**config.mk**
```make
export PLATFORM = sky130hd
export DESIGN_NAME = nor2_bist_ctrl_flat
export DESIGN_NICKNAME = d
export VERILOG_FILES = /design/src/rtl/nor2_bist_ctrl_if.sv /design/src/rtl/nor2_bist_ctrl.sv /design/src/flat_wrapper.sv
export SDC_FILE = /design/constraint.sdc
export NUM_CORES = 1
export LEC_CHECK = 0
export CAP_MARGIN = 20
export CORE_ASPECT_RATIO = 0.75
export CORE_MARGIN = 3
export CORE_UTILIZATION = 43
export CTS_CLUSTER_DIAMETER = 30
export DETAILED_ROUTE_END_ITERATION = 8
export PLACE_DENSITY = 0.85
export SLEW_MARGIN = 10
export SYNTH_ARGS = -nofsm -noshare
export SYNTH_HDL_FRONTEND = slang
export SYNTH_SLANG_ARGS = --single-unit
```
**constraint.sdc**
```tcl
create_clock -name clk -period 1.68 [get_ports clk]
set_input_delay 0.252 -clock clk [delete_from_list [all_inputs] [get_ports clk]]
set_output_delay 0.252 -clock clk [all_outputs]
set_load 0.02 [all_outputs]
```
**src/rtl/nor2_bist_ctrl_if.sv**
```systemverilog
// Control/status and cell-side signals of the NOR2 BIST controller.
// master = requester plus cells-under-test side; slave = the controller.
`timescale 1ns/1ps

interface nor2_bist_ctrl_if #(
    parameter int NCELL = 8
);
    // start and abort are level-sampled requests on the rising clock edge with no
    // handshake back-pressure: start is honoured only while the controller sits
    // in IDLE (otherwise dropped), abort cancels a run in APPLY/SETTLE/CHECK and
    // beats a coincident start. done is a one-cycle pulse; busy frames the run.
    logic             start;
    logic             abort;
    logic [NCELL-1:0] dut_a;
    logic [NCELL-1:0] dut_b;
    logic [NCELL-1:0] dut_y;
    logic             busy;
    logic             done;
    logic             pass;
    logic [NCELL-1:0] fail_mask;
    logic [7:0]       err_count;
    logic [2:0]       dbg_state;

    modport master (
        output start, abort, dut_y,
        input  dut_a, dut_b, busy, done, pass, fail_mask, err_count, dbg_state
    );

    modport slave (
        input  start, abort, dut_y,
        output dut_a, dut_b, busy, done, pass, fail_mask, err_count, dbg_state
    );
endinterface

```
**src/rtl/nor2_bist_ctrl.sv**
```systemverilog
// BIST sequencer for an array of NOR2X1 cells: walks {a,b} = 00..11, checks Y.
// Define NOR2_BIST_ERRCNT_EN to build the saturating err_count accumulator.
`timescale 1ns/1ps

module nor2_bist_ctrl #(
    parameter int NCELL  = 8,
    parameter int SETTLE = 2
) (
    input logic               clk,
    input logic               reset,
    nor2_bist_ctrl_if.slave   bus
);
    typedef enum logic [2:0] {
        S_IDLE   = 3'd0,
        S_APPLY  = 3'd1,
        S_SETTLE = 3'd2,
        S_CHECK  = 3'd3,
        S_DONE   = 3'd4
    } state_e;

    localparam logic [3:0] SETTLE_LAST = 4'(SETTLE - 1);

    state_e           state_q, state_d;
    logic [1:0]       pat_q, pat_d;
    logic [3:0]       wait_q, wait_d;
    logic [NCELL-1:0] fail_q, fail_d;
    logic [NCELL-1:0] a_q, a_d;
    logic [NCELL-1:0] b_q, b_d;
    logic             busy_q, busy_d;
    logic             done_q, done_d;
    logic             pass_q, pass_d;
    logic [NCELL-1:0] mism;

    // Ideal NOR of the applied pattern is the same for every cell.
    assign mism = bus.dut_y ^ {NCELL{~(pat_q[1] | pat_q[0])}};

    always_comb begin
        state_d = state_q;
        pat_d   = pat_q;
        wait_d  = wait_q;
        fail_d  = fail_q;
        pass_d  = pass_q;
        case (state_q)
            S_IDLE: begin
                if (bus.start && !bus.abort) begin
                    state_d = S_APPLY;
                    pat_d   = 2'd0;
                    fail_d  = '0;
                    pass_d  = 1'b0;
                end
            end
            S_APPLY: begin
                if (bus.abort) begin
                    state_d = S_IDLE;
                    pass_d  = 1'b0;
                end else begin
                    state_d = S_SETTLE;
                    wait_d  = SETTLE_LAST;
                end
            end
            S_SETTLE: begin
                if (bus.abort) begin
                    state_d = S_IDLE;
                    pass_d  = 1'b0;
                end else if (wait_q == 4'd0) begin
                    state_d = S_CHECK;
                end else begin
                    wait_d = wait_q - 4'd1;
                end
            end
            S_CHECK: begin
                if (bus.abort) begin
                    state_d = S_IDLE;
                    pass_d  = 1'b0;
                end else begin
                    fail_d = fail_q | mism;
                    if (pat_q == 2'd3) begin
                        state_d = S_DONE;
                        pass_d  = (fail_d == '0);
                    end else begin
                        state_d = S_APPLY;
                        pat_d   = pat_q + 2'd1;
                    end
                end
            end
            S_DONE: begin
                state_d = S_IDLE;
            end
            default: begin
                state_d = S_IDLE;
            end
        endcase

        // Outputs are registered from the next state so they change cleanly on the edge.
        busy_d = (state_d == S_APPLY) || (state_d == S_SETTLE) || (state_d == S_CHECK);
        done_d = (state_d == S_DONE);
        a_d    = busy_d ? {NCELL{pat_d[1]}} : '0;
        b_d    = busy_d ? {NCELL{pat_d[0]}} : '0;
    end

    always_ff @(posedge clk or posedge reset) begin
        if (reset) begin
            state_q <= S_IDLE;
            pat_q   <= 2'd0;
            wait_q  <= 4'd0;
            fail_q  <= '0;
            a_q     <= '0;
            b_q     <= '0;
            busy_q  <= 1'b0;
            done_q  <= 1'b0;
            pass_q  <= 1'b0;
        end else begin
            state_q <= state_d;
            pat_q   <= pat_d;
            wait_q  <= wait_d;
            fail_q  <= fail_d;
            a_q     <= a_d;
            b_q     <= b_d;
            busy_q  <= busy_d;
            done_q  <= done_d;
            pass_q  <= pass_d;
        end
    end

    assign bus.dut_a     = a_q;
    assign bus.dut_b     = b_q;
    assign bus.busy      = busy_q;
    assign bus.done      = done_q;
    assign bus.pass      = pass_q;
    assign bus.fail_mask = fail_q;
    assign bus.dbg_state = state_q;

`ifdef NOR2_BIST_ERRCNT_EN
    logic       clear_run;
    logic       check_en;
    logic [5:0] pop;
    logic [8:0] sum;
    logic [7:0] err_q, err_d;

    // An aborted CHECK does not accumulate, matching fail_mask.
    assign clear_run = (state_q == S_IDLE) && bus.start && !bus.abort;
    assign check_en  = (state_q == S_CHECK) && !bus.abort;

    always_comb begin
        pop = 6'd0;
        for (int i = 0; i < NCELL; i++) begin
            pop = pop + 6'(mism[i]);
        end
        sum   = {1'b0, err_q} + 9'(pop);
        err_d = err_q;
        if (clear_run) begin
            err_d = 8'd0;
        end else if (check_en) begin
            err_d = sum[8] ? 8'hFF : sum[7:0];
        end
    end

    always_ff @(posedge clk or posedge reset) begin
        if (reset) begin
            err_q <= 8'd0;
        end else begin
            err_q <= err_d;
        end
    end

    assign bus.err_count = err_q;
`else
    assign bus.err_count = 8'd0;
`endif

endmodule

```
**src/flat_wrapper.sv**
```systemverilog
// flat-port wrapper written by rule: the top's interface ports become plain ports
module nor2_bist_ctrl_flat 
#(
    parameter int NCELL  = 8,
    parameter int SETTLE = 2
)
  (clk, reset, bus_start, bus_abort, bus_dut_y, bus_dut_a, bus_dut_b, bus_busy, bus_done, bus_pass, bus_fail_mask, bus_err_count, bus_dbg_state);
  nor2_bist_ctrl_if #(.NCELL(NCELL)) bus_i ();
  input logic clk;
  input logic reset;
  input wire logic [$bits(bus_i.start)-1:0] bus_start;
  input wire logic [$bits(bus_i.abort)-1:0] bus_abort;
  input wire logic [$bits(bus_i.dut_y)-1:0] bus_dut_y;
  output wire logic [$bits(bus_i.dut_a)-1:0] bus_dut_a;
  output wire logic [$bits(bus_i.dut_b)-1:0] bus_dut_b;
  output wire logic [$bits(bus_i.busy)-1:0] bus_busy;
  output wire logic [$bits(bus_i.done)-1:0] bus_done;
  output wire logic [$bits(bus_i.pass)-1:0] bus_pass;
  output wire logic [$bits(bus_i.fail_mask)-1:0] bus_fail_mask;
  output wire logic [$bits(bus_i.err_count)-1:0] bus_err_count;
  output wire logic [$bits(bus_i.dbg_state)-1:0] bus_dbg_state;
  assign bus_i.start = bus_start;
  assign bus_i.abort = bus_abort;
  assign bus_i.dut_y = bus_dut_y;
  assign bus_dut_a = bus_i.dut_a;
  assign bus_dut_b = bus_i.dut_b;
  assign bus_busy = bus_i.busy;
  assign bus_done = bus_i.done;
  assign bus_pass = bus_i.pass;
  assign bus_fail_mask = bus_i.fail_mask;
  assign bus_err_count = bus_i.err_count;
  assign bus_dbg_state = bus_i.dbg_state;
  nor2_bist_ctrl #(.NCELL(NCELL), .SETTLE(SETTLE)) u_core (.clk(clk), .reset(reset), .bus(bus_i));
endmodule
```
Word level (Yosys, flattened, before mapping). Index checks and enable logic that the tools add are counted.

Reduce and logical (&&, ||, !) cells: 14. Muxes and demuxes: 25. Bitwise logic cells: 4. Equality and inequality tests: 15. Add/sub/neg operators: 2.

Operators with widths (number): $mux W8 (4); $pmux W8 S2 (1); $mux W3 (5); $eq A3 B2 Y1 const B (4); $mux W4 (3); $pmux W3 S4 (1); $logic_not A8 Y1 (1); $mux W2 (4); $ne A2 B2 Y1 const B (4); $or A8 B8 Y8 (1); $pmux W4 S2 (1); $reduce_and A4 Y1 (2); $xor A8 B8 Y8 (1); $eq A3 B1 Y1 const B (2); $logic_not A4 Y1 (1); $mux W1 (4); $ne A2 B1 Y1 const B (2); $pmux W2 S2 (1); $reduce_bool A2 Y1 (2); $sub A4 B1 Y4 const B (1); $eq A3 B3 Y1 const B (1); $logic_not A3 Y1 (1); $ne A3 B2 Y1 const B (1); $pmux W1 S3 (1); other kinds (10) (11).

Output and inout bits: 38. Input bits: 12. Register bits: 36. Word-level logic and storage cells: 69.

Logic depth before layout (Yosys ltp).
Depth after elaboration: 8. Depth in mapped cells: 6. Mapped depth without buffers: 6.

Worst setup path before layout. OpenSTA, ideal clock, no wires.

Kind: reg2reg. Start point: reg u_core.state_q[2] (netlist: u_core.bus.dbg_state[2]). End point: reg u_core.a_q[6] (netlist: u_core.bus.dut_a[6]). Buffers on the path: 0. Library setup time: 0.117 ns. Required time: 1.563 ns. Cell stages (with the launch flop): 5. Arrival time: 1.520 ns. Path slack: 0.044 ns. Period minus slack after synthesis: 1.636 ns. Path through: dfrtp_1 -> or4b_4 -> nand2b_4 -> a22o_1 -> and2_4.

Elaborated cells on any way between the ends: 15. Those cells by class: eq/ne: 6; mux: 6; reduce/logical: 3.

RTL lines: from (decl) (RTL line nor2_bist_ctrl.sv:23) `state_e state_q, state_d;`; from (signal assigned) (RTL line nor2_bist_ctrl.sv:113) `state_q <= state_d;`; $eq A3 B2 Y1 or $logic_not A3 Y1 (tied branches) (RTL line nor2_bist_ctrl.sv:43) `case (state_q)`; $pmux W2 S2 (*) (RTL line nor2_bist_ctrl.sv:43); named net u_core.pat_d[1] (RTL line nor2_bist_ctrl.sv:24) `logic [1:0] pat_q, pat_d;`; $mux W8 (*) (RTL line nor2_bist_ctrl.sv:97) `a_d = busy_d ? {NCELL{pat_d[1]}} : '0;`; to (signal assigned) (RTL line nor2_bist_ctrl.sv:107) `a_q <= '0;`; to (signal assigned) (RTL line nor2_bist_ctrl.sv:117) `a_q <= a_d;`; to (decl) (RTL line nor2_bist_ctrl.sv:27) `logic [NCELL-1:0] a_q, a_d;`.

Mark *: on every way through the listed nets, which the timed path passes. The rest lies on a longest branch. A chain may end at the register's enable or synchronous reset.

Worst setup path after layout.
Start point: in bus_abort. End point: reg u_core.a_q[6] (netlist: u_core.bus.dut_a[6]).

Elaborated cells on any way between the ends: 16. Those cells by class: eq/ne: 3; mux: 9; reduce/logical: 4.

RTL lines: from (decl) (RTL line flat_wrapper.sv:12) `input wire logic [$bits(bus_i.abort)-1:0] bus_abort;`; $logic_not A1 Y1 (RTL line nor2_bist_ctrl.sv:45) `if (bus.start && !bus.abort) begin`; $logic_and A1 B1 Y1 (RTL line nor2_bist_ctrl.sv:45); $mux W2 (RTL line nor2_bist_ctrl.sv:45); $pmux W2 S2 (*) (RTL line nor2_bist_ctrl.sv:43); named net u_core.pat_d[1] (RTL line nor2_bist_ctrl.sv:24); $mux W8 (*) (RTL line nor2_bist_ctrl.sv:97).

Marks and branches as above.

==> impl_metrics.csv <==
group,metric,value,unit
synth,yosysSeqAreaShare,0.4284,
global_routing,grt_overflow,0,
drt,vias,1122,
hold_path,min_path_type,"in2async",
synth,yosysTopAreaCell,"dfrtp_1",
layout,area_growth,40.41,%
placed_design,dpl_cell_area,0.001713,sq mm
cts,clock-sinks,22,
synth,synthTopCellsByArea,"dfrtp_1, buf_4, a21oi_1, xor2_1, nor2_1",
global_routing,grt_pass1_vias,1080,
synth,synth_flop_cell,"dfrtp_1",
cts,clockBufferDepth,2,
drt,drc,0,
setup_path,cpPeakStageDelay,0.56,ns
synth,yosys_register_bits,22,
placed_design,hpwlAfterDp,2.313,mm
pwr,ir_drop,663.5,uV
synth,async_reset_ff_frac,1.000,
cts,cts_tree,"done",
synth,synth.distinct_cells,36,
drt,post_drt_via_cell_ratio,5.171,
cts,postCtsSetupRepairBufs,0,
synth,synthTopCellsByCount,"buf_4, dfrtp_1, a21oi_1",
sta,clock.fmax,603.8,MHz
layout,drive_gt1_frac,0.1657,
layout,fin_area,0.001804,sq mm
setup_path,critPathTopFamily,"simple AND/OR/NAND/NOR gates",
die,ios,50,
pwr,powerDensity,872.0,mW/mm^2
setup_path,critPathKind,"in2reg",
die,floorplan.initialDensity,0.4720,
die,die_area,0.003687,sq mm
synth,synth_area,0.001285,sq mm
sta,fin_skew,0.001683,ns
synth,yosysTopAreaCellShare,0.4284,
drt,finalWirelength,2.933,mm
setup_path,cp.depth,5,
setup_path,end_kind,"flip-flop",
placed_design,place_congestion,0.8367,
die,die_h,53.34,um
pwr,p_leak,0.9112,nW
setup_path,cp_slowest_cell,"or4b_4",
synth,synth_cells,138,
global_routing,grt_usage,0.1673,
placed_design,port_buffers,41,
global_routing,grt_pass1_wl,4.940,mm
setup_path,start_kind,"input pin",
sta,setup_viol,0,
flow_run,drv_cap,0,
setup_path,crit_start,"bus_abort",
setup_path,ff2ff_path_depth,4,
drt,first_pass_iters,4,
die,core,0.002723,sq mm
die,die_x,69.12,um
drt,drtIter0Drc,65,
layout,nets,196,
setup_path,reg2reg_to,"u_core.bus.dut_a[6]",
sta,hold-worst-slack,0.3241,ns
synth,synth.avg_cell_area,9.311,sq um
cts,root_buffer,"clkbuf_8",
sta,fin_crit,1.656,ns
synth,synth_edf_count,0,
setup_path,r2r-start,"u_core.bus.dbg_state[2]",
sta,finalHoldViolCount,0,
synth,yosys_warnings,0,
global_routing,antenna_found_initial,0,
drt,postRouteAntennaNets,0,
setup_path,worstPathCellList,"clkdlybuf4s50_1 -> or4b_4 -> nand2b_4 -> a22o_1 -> and2_4",
setup_path,path_buf_inv,1,
setup_path,r2r_setup_slack,0.07,ns
sta,finalMaxSlewViolations,0,
global_routing,grt_start_max_net_pins,23,
cts,insertion_delay,0.25,ns
layout,antenna_cells_inserted,0,
setup_path,cp_max_fo,4,
sta,finalCritPeriodShare,0.9858,
cts,cts_made_buffers,3,
run_status,status,"complete, no violations",
die,std_cell_rows,16,
setup_path,cp.required,1.83,ns
pwr,power,1.573,mW
drt,wl_per_cell,13.52,um
cts,clk_pin_slew,0.07,ns
setup_path,crit_arrival,1.81,ns
setup_path,endpoint,"u_core.bus.dut_a[6]",
cts,htree_levels,1,
[registers in the layout, indices dropped and copies added, names as in the netlist, 2 cells and up]
register and flops:
u_core.bus.dbg_state 3, u_core.bus.fail_mask 8, u_core.pat_q 2, u_core.wait_q 4
[layout by cell type (no fill, tap or decap), drive strengths merged, types with 2 or more instances in the layout]
master	instances
o31ai	2
nor2	14
inv	8
dlymetal6s2s	6
dfrtp	22
a21oi	16
clkbuf	4
xor2	8
o21ai	4
and3	2
nor3	3
ha	2
o2bb2ai	3
and2	2
nor4	5
clkdlybuf4s50	34
conb	8
nand3	2
buf	17
nand2	3
[cells by family (layout without fill, tap and decap cells)]
group / count (synthesis) / after routing / synth area share
simple gates: 40 / 40 / 0.1802
xor+xnor: 9 / 9 / 0.06135
other cells: 1 / 8 / 0.002918
fa+ha+maj: 2 / 2 / 0.01947
compound gates: 30 / 30 / 0.1431
flops: 22 / 22 / 0.4284
buf+inv: 34 / 70 / 0.1646
[layer usage]
layer / wire [um] / global-route usage / share of wire / up-vias
met5: 0 / 0 / 0 / -
met4: 25 / 0.04221 / 0.0085 / 0
met3: 183 / 0.03985 / 0.062 / 2
met2: 1474 / 0.3006 / 0.50 / 45
met1: 1250 / 0.2047 / 0.43 / 541
li1: - / - / - / 534
[metrics by stage]
| step | worst slack [ns] | setup TNS (ns) | util | cells |
|---|---|---|---|---|
| after floorplan | 0.04364 | 0 | - | 145 |
| after global placement | -0.2064 | -2.364 | 0.6291 | 213 |
| after detailed placement | -0.2521 | -2.961 | 0.6291 | 213 |
| after CTS | 0.01049 | 0 | 0.6489 | 217 |
| after global routing | -0.01411 | -0.02544 | 0.6627 | 217 |
| final | 0.02391 | 0 | 0.6627 | 217 |
[worst register-to-register path: cells and delay by family, from the launching register on]
family	cells	cell delay (ns)
AND/OR/NAND/NOR	3	0.83
flip-flops	1	0.43
AO/OA/AOI/OAI	1	0.25
[where the power goes]
group	internal, mW	switching [mW]
sequential	0.607	0.0820
combinational	0.248	0.276
clock	0.208	0.152
[layout make-up]
class / instances / area [sq um]
Fill cell: 225 / 918.4
Multi-Input combinational cell: 89 / 571.8
Timing Repair Buffer: 58 / 551.8
Sequential cell: 22 / 550.5
Clock buffer: 4 / 55.05
Tap cell: 36 / 45.04
Inverter: 8 / 30.03
[worst min-delay path by stage]
stage                                       start                      end  cells after the start
after CTS                                   reset  u_core.bus.fail_mask[2]                      3
after detailed placement  u_core.bus.fail_mask[3]  u_core.bus.fail_mask[3]                      2
after global placement    u_core.bus.fail_mask[6]  u_core.bus.fail_mask[6]                      2
final                                       reset  u_core.bus.fail_mask[2]                      3
after floorplan                             reset          u_core.bus.busy                      1
after global routing                        reset  u_core.bus.fail_mask[2]                      3
[repair_timing]
item	CTS	global route
pin swaps	0	1
hold buffers	0	0
gates resized for setup	1	10
endpoints found under the setup margin	1	17
Power figures use the tool's default switching activity.
